[src/rtl/rf_exec_ctrl.sv]
// rf_exec_ctrl: 4-state sequencer (IDLE/READ/EXEC/WB) that runs one
// 16-bit instruction at a time against an external 8x8 register file.
//
// Ports:
//   clk, rst            - clock, synchronous active-high reset
//   instr_valid, instr  - instruction offer (op/dst/src_a/src_b/imm)
//   instr_ready         - accept possible this cycle (IDLE, not in reset)
//   rf_ra, rf_rb        - read addresses, driven only in READ
//   rf_rd_a, rf_rd_b    - combinational read data
//   rf_we, rf_wa, rf_wd - write port, active only in WB of ops 1-8
//   done                - one-cycle retire pulse
//   zero, carry         - flags of the last written result
//   err                 - sticky illegal-opcode flag
//   busy                - instruction in flight
module rf_exec_ctrl (
    input  logic        clk,
    input  logic        rst,
    input  logic        instr_valid,
    input  logic [15:0] instr,
    output logic        instr_ready,
    output logic [2:0]  rf_ra,
    output logic [2:0]  rf_rb,
    input  logic [7:0]  rf_rd_a,
    input  logic [7:0]  rf_rd_b,
    output logic        rf_we,
    output logic [2:0]  rf_wa,
    output logic [7:0]  rf_wd,
    output logic        done,
    output logic        zero,
    output logic        carry,
    output logic        err,
    output logic        busy
);

    localparam logic [1:0] IDLE = 2'd0;
    localparam logic [1:0] READ = 2'd1;
    localparam logic [1:0] EXEC = 2'd2;
    localparam logic [1:0] WB   = 2'd3;

    localparam logic [3:0] OP_NOP = 4'd0;
    localparam logic [3:0] OP_ADD = 4'd1;
    localparam logic [3:0] OP_SUB = 4'd2;
    localparam logic [3:0] OP_AND = 4'd3;
    localparam logic [3:0] OP_OR  = 4'd4;
    localparam logic [3:0] OP_XOR = 4'd5;
    localparam logic [3:0] OP_MOV = 4'd6;
    localparam logic [3:0] OP_LDI = 4'd7;
    localparam logic [3:0] OP_SHL = 4'd8;

    logic [1:0]  state;
    logic [15:0] ir;
    logic [7:0]  op_a;
    logic [7:0]  op_b;
    logic [8:0]  result;
    logic [8:0]  alu;

    logic [3:0] ir_op;
    logic [2:0] ir_dst;
    logic [2:0] ir_sa;
    logic [2:0] ir_sb;
    logic [7:0] ir_imm;
    logic       ir_legal;
    logic       in_legal;

    assign ir_op  = ir[15:12];
    assign ir_dst = ir[11:9];
    assign ir_sa  = ir[8:6];
    assign ir_sb  = ir[5:3];
    assign ir_imm = ir[7:0];

    assign ir_legal = (ir_op != OP_NOP) && (ir_op <= OP_SHL);
    assign in_legal = (instr[15:12] != OP_NOP) &&
                      (instr[15:12] <= OP_SHL);

    // Outputs are gated by rst so an in-flight WB cannot write or
    // retire during the reset cycle.
    assign instr_ready = (state == IDLE) && !rst;
    assign busy        = (state != IDLE) && !rst;
    assign done        = (state == WB) && !rst;
    assign rf_we       = (state == WB) && ir_legal && !rst;

    assign rf_ra = (state == READ) ? ir_sa : 3'd0;
    assign rf_rb = (state == READ) ? ir_sb : 3'd0;
    assign rf_wa = rf_we ? ir_dst : 3'd0;
    assign rf_wd = rf_we ? result[7:0] : 8'd0;

    // Bit 8 of the ALU output is the carry/borrow flag candidate.
    always_comb begin
        alu = 9'd0;
        unique case (ir_op)
            OP_ADD:  alu = {1'b0, op_a} + {1'b0, op_b};
            OP_SUB:  alu = {(op_a < op_b), op_a - op_b};
            OP_AND:  alu = {1'b0, op_a & op_b};
            OP_OR:   alu = {1'b0, op_a | op_b};
            OP_XOR:  alu = {1'b0, op_a ^ op_b};
            OP_MOV:  alu = {1'b0, op_a};
            OP_LDI:  alu = {1'b0, ir_imm};
            OP_SHL:  alu = {op_a[7], op_a[6:0], 1'b0};
            default: alu = 9'd0;
        endcase
    end

    always_ff @(posedge clk) begin
        if (rst) begin
            state  <= IDLE;
            ir     <= 16'd0;
            op_a   <= 8'd0;
            op_b   <= 8'd0;
            result <= 9'd0;
            zero   <= 1'b0;
            carry  <= 1'b0;
            err    <= 1'b0;
        end else begin
            unique case (state)
                IDLE: begin
                    if (instr_valid) begin
                        ir    <= instr;
                        state <= in_legal ? READ : WB;
                    end
                end
                READ: begin
                    op_a  <= rf_rd_a;
                    op_b  <= rf_rd_b;
                    state <= EXEC;
                end
                EXEC: begin
                    result <= alu;
                    state  <= WB;
                end
                WB: begin
                    if (ir_legal) begin
                        zero  <= (result[7:0] == 8'd0);
                        carry <= result[8];
                    end else if (ir_op != OP_NOP) begin
                        err <= 1'b1;
                    end
                    state <= IDLE;
                end
                default: state <= IDLE;
            endcase
        end
    end

endmodule

[config.mk]
export PLATFORM = sky130hd
export DESIGN_NAME = rf_exec_ctrl
export DESIGN_NICKNAME = d
export VERILOG_FILES = /design/src/rtl/rf_exec_ctrl.sv
export SDC_FILE = /design/constraint.sdc
export NUM_CORES = 1
export LEC_CHECK = 0
export CELL_PAD_IN_SITES_DETAIL_PLACEMENT = 1
export CELL_PAD_IN_SITES_GLOBAL_PLACEMENT = 1
export CORE_MARGIN = 1.5
export CORE_UTILIZATION = 42
export DETAILED_ROUTE_END_ITERATION = 7
export MAX_ROUTING_LAYER = met4
export PLACE_DENSITY = 0.89
export SKIP_LAST_GASP = 1
export SLEW_MARGIN = 20
export SYNTH_ARGS = -nofsm -noshare
export SYNTH_HDL_FRONTEND = slang
export SYNTH_SLANG_ARGS = --single-unit
[constraint.sdc]
create_clock -name clk -period 4.3 [get_ports clk]
set_input_delay 0.86 -clock clk [delete_from_list [all_inputs] [get_ports clk]]
set_output_delay 0.86 -clock clk [all_outputs]
set_load 0.01 [all_outputs]
==> results of run 1 <==
## logic make-up (layout without fill, tap and decap cells)
family,count (synthesis),after routing,share of synthesized area [%]
compound gates,90,90,18.6
mux,29,29,8.98
fa+ha+maj,31,31,12.4
simple gates,153,153,23.0
buf+inv,51,96,6.52
flops,46,46,28.4
xor+xnor,8,8,2.16
## metal layers
metal / GRT usage, % / vias up
met5: - / -
met4: 8.20 / 0
met3: 4.04 / 12
met2: 44.6 / 73
met1: 28.5 / 1529
li1: - / 1497
## power by group through the flow
stage,Combinational [mW],Sequential [mW],Clock [mW]
6_report,0.951,0.595,0.278
5_1_grt,1.04,0.608,0.302
4_1_cts,0.943,0.594,0.280
3_5_place_dp,0.936,0.603,0
3_3_place_gp,0.889,0.597,0
2_1_floorplan,0.708,0.555,0
## cells in the final DEF (no fill, tap or decap), types with 3 or more instances in the layout
cell,n
nand2b_1,6
a211oi_1,3
nor4_1,4
clkdlybuf4s50_1,58
xnor2_1,8
a22oi_1,8
mux2i_1,28
or3_1,4
dfxtp_1,46
inv_2,3
o21ai_0,4
o21ai_1,3
and2_1,19
clkbuf_8,5
nor3b_1,3
nand3_1,6
a31oi_1,4
nor2_1,43
nand2_1,45
nor3_1,8
inv_1,25
a22o_1,4
o22ai_1,4
nor2b_1,4
a21oi_1,38
ha_1,29
## worst register-to-register path, stage by stage, from the launching register on
cell and delay, ns:
dfxtp_1 0.46, inv_1 0.08, ha_1 0.42, inv_1 0.16, a21oi_1 0.19, a2bb2oi_1 0.21, o22ai_1 0.10, a2111oi_0 0.61
o21ai_1 0.12
## worst paths after layout
kind,cells after the start,from,slack (ns),to
min,2,carry,0.46,carry
max,6,ir[13],0.57,rf_wd[3]
min reg2reg,2,carry,0.46,carry
max reg2reg,8,op_a[4],1.81,result[5]
## flip-flops by register name (all words and copies together) (netlist names)
| register | cells |
|---|---|
| state | 2 |
| op_a | 8 |
| carry | 1 |
| result | 9 |
| zero | 1 |
| ir | 16 |
| err | 1 |
| op_b | 8 |
## cells in the mapped netlist, types with 3 or more instances
cell,n
buf_2,10
clkbuf_1,10
a211oi_1,3
and2_1,19
or3_1,4
nor4_1,4
a22o_1,4
a31oi_1,4
nand3_1,6
o21ai_0,4
a21oi_1,38
mux2i_1,28
nor3b_1,3
nor2b_1,4
o22ai_1,4
xnor2_1,8
a22oi_1,8
dfxtp_1,46
nor3_1,8
inv_2,3
inv_1,25
ha_1,29
nor2_1,43
nand2_1,45
o21ai_1,3
nand2b_1,6
## per-stage QoR
stage / total power [mW] / hold slack, ns / std cells / area (um^2) / setup slack [ns]
global placement: 1.49 / 0.439 / 544 / 3860 / 0.828
global route: 1.95 / 0.487 / 552 / 3950 / 0.310
detailed placement: 1.54 / 0.450 / 544 / 3860 / 0.714
finish: 1.82 / 0.459 / 552 / 3950 / 0.568
CTS: 1.82 / 0.464 / 552 / 3950 / 0.531
floorplan: 1.26 / 0.432 / 408 / 3250 / 1.86
## layout make-up
type	count	share of cell area, %
inverters	28	2.66
repair buffers	60	15.1
well taps	99	3.14
clock buffers	5	1.74
multi-input cells	311	53.5
clock inverters	3	0.539
flip-flops and latches	46	23.3
==> key figures, run 1 <==
Synth
  – Yosys warnings: 0
  – Yosys reg bits: 46
  – Main area contributors after synthesis: dfxtp_1 (28%), ha_1 (11%), mux2i_1 (8.6%)
  – Area share of the largest cell type after synthesis: 28.4%
  – Synth Flop Type: dfxtp_1
  – Mapped Cells: 408
  – Sequential share of the synthesized area: 28.4%
  – Synthesized area per cell: 7.95 um^2
  – Mapped cell area: 3250 um^2
  – Post-synth EDFFs: 0
  – Distinct cell type count after synthesis: 55
  – Synthesized Nets: 474
  – Post-synth ARST share: 0%
  – Yosys top cell by area: dfxtp_1

Detailed routing
  – Detailed Route WL: 9810 um
  – Drt initial violations: 176
  – Max layer used: met4
  – Antenna-violating nets left: 0
  – Post-route DRC: 0
  – Wire length on met2: 5060 um
  – M1 WL: 4270 um
  – Vias: 3,111
  – Met3 wire length: 320 um
  – Wirelength per Cell: 17.8 um
  – Via density: 5.64
  – Drt first pass iters: 4

Layout
  – Number of fill cells: 915
  – Final net count: 518
  – Register area: 921 um^2
  – Share of cells above drive strength 1: 4.64%
  – Ant diodes: 0
  – Final Util: 53.6%
  – Footprint of the multi-input gates: 2110 um^2
  – Area growth from synthesis to layout: 21.7%

Floorplan
  – CORE AREA: 7370 um^2
  – Die Y: 90.9 um
  – I/O pin cnt: 59
  – Initial Util: 44.0%
  – Site Rows: 31
  – Die X: 90.9 um
  – Die area: 8260 um^2

Critical path
  – Setup CP Type: flip-flop to output port
  – Worst Path Arrival: 2.87 ns
  – Slowest CP cell: dfxtp_1
  – Bufs and invs on worst path: 1
  – Critical path endpoint category: output port
  – Cells along the critical path: nor3_2, xnor2_1, nand2_1, nor2_1, and2_1, clkdlybuf4s50_1
  – CP max FO: 16
  – Max incr delay on CP: 0.74 ns
  – Startpoint Class: flip-flop
  – CP top delay family: simple AND/OR/NAND/NOR gates
  – Worst EP required: 3.44 ns

Global route
  – GRT Util Overall: 25.1%
  – Antenna violations before repair: 0
  – First-pass GRT wire length: 16,100 um
  – Pin count of the biggest net entering global routing: 37
  – GR Overflow Total: 0
  – Vias in the first global route: 3,244

Timing
  – Worst slew pin tran: 0.667 ns
  – Setup-failing EPs final: 0
  – Final Skew: 0.0104 ns
  – Period minus WS final: 3.73 ns
  – Slew Limit Headroom: 54.3%
  – Tcrit/Tclk final: 86.8%
  – Setup TNS: 0 ns
  – RSZ-0062 raised after global routing: false
  – Final hold vios: 0
  – F_max: 268 MHz
  – Max Slew Vio Count: 0

Clock tree
  – Num CTS Buffers: 5
  – Clk root buf: clkbuf_8
  – Post-CTS Hold Buffers: 0
  – CTS tree: yes
  – Clk slew on worst S/H paths: 0.10 ns
  – # resized after CTS: 0
  – Postcts setup bufs: 0
  – Clock sinks: 46
  – Htree depth: 2
  – Worst skew pair latency: 0.31 ns
  – Max Buffers Root-to-Sink: 2

Power and ir drop
  – Switch share: 44.5%
  – Clock share of power: 15.3%
  – Switching pwr: 811 uW
  – Int Pwr: 1.01 mW
  – LEAKAGE: 1.50 nW
  – VDD IR max: 0.000252 V
  – Cell Pwr Density: 462 nW/um^2
  – Reg power frac: 32.6%
  – Comb power frac: 52.1%

Outcome
  – Status: finished, final reports clean

Placed design
  – Port bufs: 58
  – DP HPWL: 7720 um
  – Final GP Congestion: 0.895

Hold path
  – Hold Crit Class: flip-flop to flip-flop

Job
  – Number of max-cap violations: 0
Power figures use the tool's default switching activity.
==> run 2: changes to the inputs <==
--- a/config.mk
+++ b/config.mk
@@ -10,7 +10,6 @@
 export CORE_MARGIN = 1.5
 export CORE_UTILIZATION = 42
 export DETAILED_ROUTE_END_ITERATION = 7
-export MAX_ROUTING_LAYER = met4
 export PLACE_DENSITY = 0.89
 export SKIP_LAST_GASP = 1
 export SLEW_MARGIN = 20
==> run 2 against run 1 <==
Utilization is 0.27 points higher. Non-clock buffer count stayed put. Worst hold slack better by 0.0014 ns. Critical path depth stayed put. Largest cell class unchanged. Critical endpoint is now rf_wd[2]. Total power increased by 2.2%. Maximum frequency grew 0.82%. Critical path type unchanged. Combinational power shrank 1%. Final cell count unchanged.
==> key figures, run 2 (synthesis results as in run 1) <==
Clock tree
  – Worst skew pair latency: 0.31 ns (about the same)
  – Postcts setup bufs: 0 (unchanged)
  – Max Buffers Root-to-Sink: 2 (unchanged)
  – Clk slew on worst S/H paths: 0.09 ns (about the same)
  – Clock sinks: 46 (unchanged)
  – CTS tree: yes
  – Post-CTS Hold Buffers: 0 (unchanged)
  – Htree depth: 2 (unchanged)
  – Num CTS Buffers: 5 (unchanged)
  – # resized after CTS: 0 (unchanged)
  – Clk root buf: clkbuf_8

Critical path
  – Critical path endpoint category: output port
  – CP max FO: 16 (unchanged)
  – Startpoint Class: flip-flop
  – Cells along the critical path: nor3_2, xnor2_1, nand2_1, nor2_1, and2_1, clkdlybuf4s50_1
  – Slowest CP cell: dfxtp_1
  – CP top delay family: simple AND/OR/NAND/NOR gates
  – Worst EP required: 3.44 ns (about the same)
  – Setup CP Type: flip-flop to output port
  – Worst Path Arrival: 2.84 ns (-0.03 ns)
  – Bufs and invs on worst path: 1 (unchanged)
  – Max incr delay on CP: 0.73 ns (about the same)

Outcome
  – Status: finished, final reports clean

Power and ir drop
  – Switch share: 42.5% (-1.9 points)
  – Comb power frac: 50.4% (-1.7 points)
  – Cell Pwr Density: 470 nW/um^2 (+1.7%)
  – VDD IR max: 0.000239 V (-5.1%)
  – Total power: 1.86 mW (+2.2%)
  – Switching pwr: 793 uW (-2.3%)
  – Int Pwr: 1.07 mW (+5.8%)
  – Clock share of power: 17.7% (+2.4 points)
  – LEAKAGE: 1.51 nW (+0.48%)
  – Reg power frac: 31.9% (-0.7 points)

Global route
  – Vias in the first global route: 3,187 (-1.8%)
  – GRT Util Overall: 24.0% (-1.1 points)
  – First-pass GRT wire length: 15,900 um (-0.95%)
  – Pin count of the biggest net entering global routing: 37 (unchanged)
  – Antenna violations before repair: 0 (unchanged)
  – GR Overflow Total: 0 (unchanged)

Layout
  – Regs by FF count: ir x16, result x9
  – Most frequent cells in the layout: clkdlybuf4s50_1 (58), dfxtp_1 (46), nand2_1 (45), nor2_1 (43), a21oi_1 (38)
  – Final net count: 518 (unchanged)
  – Ant diodes: 0 (unchanged)
  – Layout Cells excl Fill: 552 (unchanged)
  – Share of cells above drive strength 1: 4.42% (-0.22 points)
  – Final Util: 53.9% (+0.27 points)
  – Area growth from synthesis to layout: 22.3%
  – Most flop-heavy register: ir
  – Number of fill cells: 907 (-0.87%)
  – Finished Cell Area: 3970 um^2 (+0.51%)
  – Flip-flop count of the largest register after layout: 16 (unchanged)
  – Most common cell after layout, fill and taps aside: clkdlybuf4s50_1

Timing
  – Setup-failing EPs final: 0 (unchanged)
  – Final hold vios: 0 (unchanged)
  – Setup TNS: 0 ns (unchanged)
  – Worst slew pin tran: 0.669 ns (+0.00109 ns)
  – Period minus WS final: 3.70 ns (-0.0304 ns)
  – Final Skew: 0.00990 ns (-0.000484 ns)
  – Max Slew Vio Count: 0 (unchanged)
  – Tcrit/Tclk final: 86.1% (-0.71 points)
  – RSZ-0062 raised after global routing: false
  – Slew Limit Headroom: 54.3% (-0.075 points)
  – F_max: 270 MHz (+0.82%)

Placed design
  – Placed Instance Area: 3860 um^2 (unchanged)
  – Final GP Congestion: 0.898 (+0.36%)
  – Port bufs: 58 (unchanged)
  – Cell count after placement: 544 (unchanged)
  – DP HPWL: 7460 um (-3.4%)

Detailed routing
  – Drt first pass iters: 4 (unchanged)
  – Drt initial violations: 184 (+4.5%)
  – Vias: 3,096 (-0.48%)
  – Detailed Route WL: 9610 um (-2.0%)
  – Via density: 5.61 (-0.48%)
  – Post-route DRC: 0 (unchanged)
  – Wirelength per Cell: 17.4 um (-2.0%)
  – Antenna-violating nets left: 0 (unchanged)

Floorplan
  – I/O pin cnt: 59 (unchanged)
  – Die area: 8260 um^2 (unchanged)
  – CORE AREA: 7370 um^2 (unchanged)
  – Die Y: 90.9 um (unchanged)
  – Die X: 90.9 um (unchanged)
  – Site Rows: 31 (unchanged)
  – Initial Util: 44.0% (unchanged)

Job
  – Number of max-cap violations: 0 (unchanged)

Hold path
  – Hold Crit Class: flip-flop to flip-flop
run 2: power groups by stage:
| stage | clock, mW | sequential (mW) | combinational, mW |
|---|---|---|---|
| after floorplan | 0 | 0.555 | 0.708 |
| after global placement | 0 | 0.597 | 0.889 |
| after detailed placement | 0 | 0.604 | 0.924 |
| after CTS | 0.337 | 0.594 | 0.934 |
| after global routing | 0.353 | 0.605 | 1.04 |
| final | 0.330 | 0.594 | 0.940 |
run 2: area by class of cell:
cell class	instances	area, um^2	share of cell area, %
Timing Repair Buffer	60	596	15.0
Sequential cell	46	921	23.2
Clock inverter	2	37.5	0.946
Inverter	28	105	2.65
Clock buffer	6	72.6	1.83
Tap cell	99	124	3.12
Multi-Input combinational cell	311	2110	53.2
run 2: path summary, 6_finish.rpt:
path | slack, ns | cells after the start | endpoint | start
worst max register to register | 1.83 | 8 | result[5] | op_a[4]
worst min register to register | 0.46 | 2 | carry | carry
worst min-delay path | 0.46 | 2 | carry | carry
worst max-delay path | 0.60 | 6 | rf_wd[2] | ir[13]
run 2: metrics by stage:
step	hold slack, ns	worst slack [ns]
after floorplan	0.432	1.86
after global placement	0.439	0.830
after detailed placement	0.450	0.705
after CTS	0.463	0.559
after global routing	0.495	0.323
final	0.461	0.599
run 2: layer usage:
layer | vias to the layer above | GRT usage [%] | share of wire, %
li1 | 1497 | - | -
met1 | 1505 | 29.1 | 44
met2 | 76 | 42.9 | 50
met3 | 18 | 3.70 | 3.9
met4 | 0 | 7.81 | 1.8
met5 | - | 0 | 0
run 2: worst reg2reg max path: cells and delay by family, from the launching register on:
family	cells	cell delay [ns]
flip-flops	1	0.46
adder cells (fa/ha/maj)	1	0.42
buffers and inverters	2	0.25
AO/OA/AOI/OAI	5	1.22
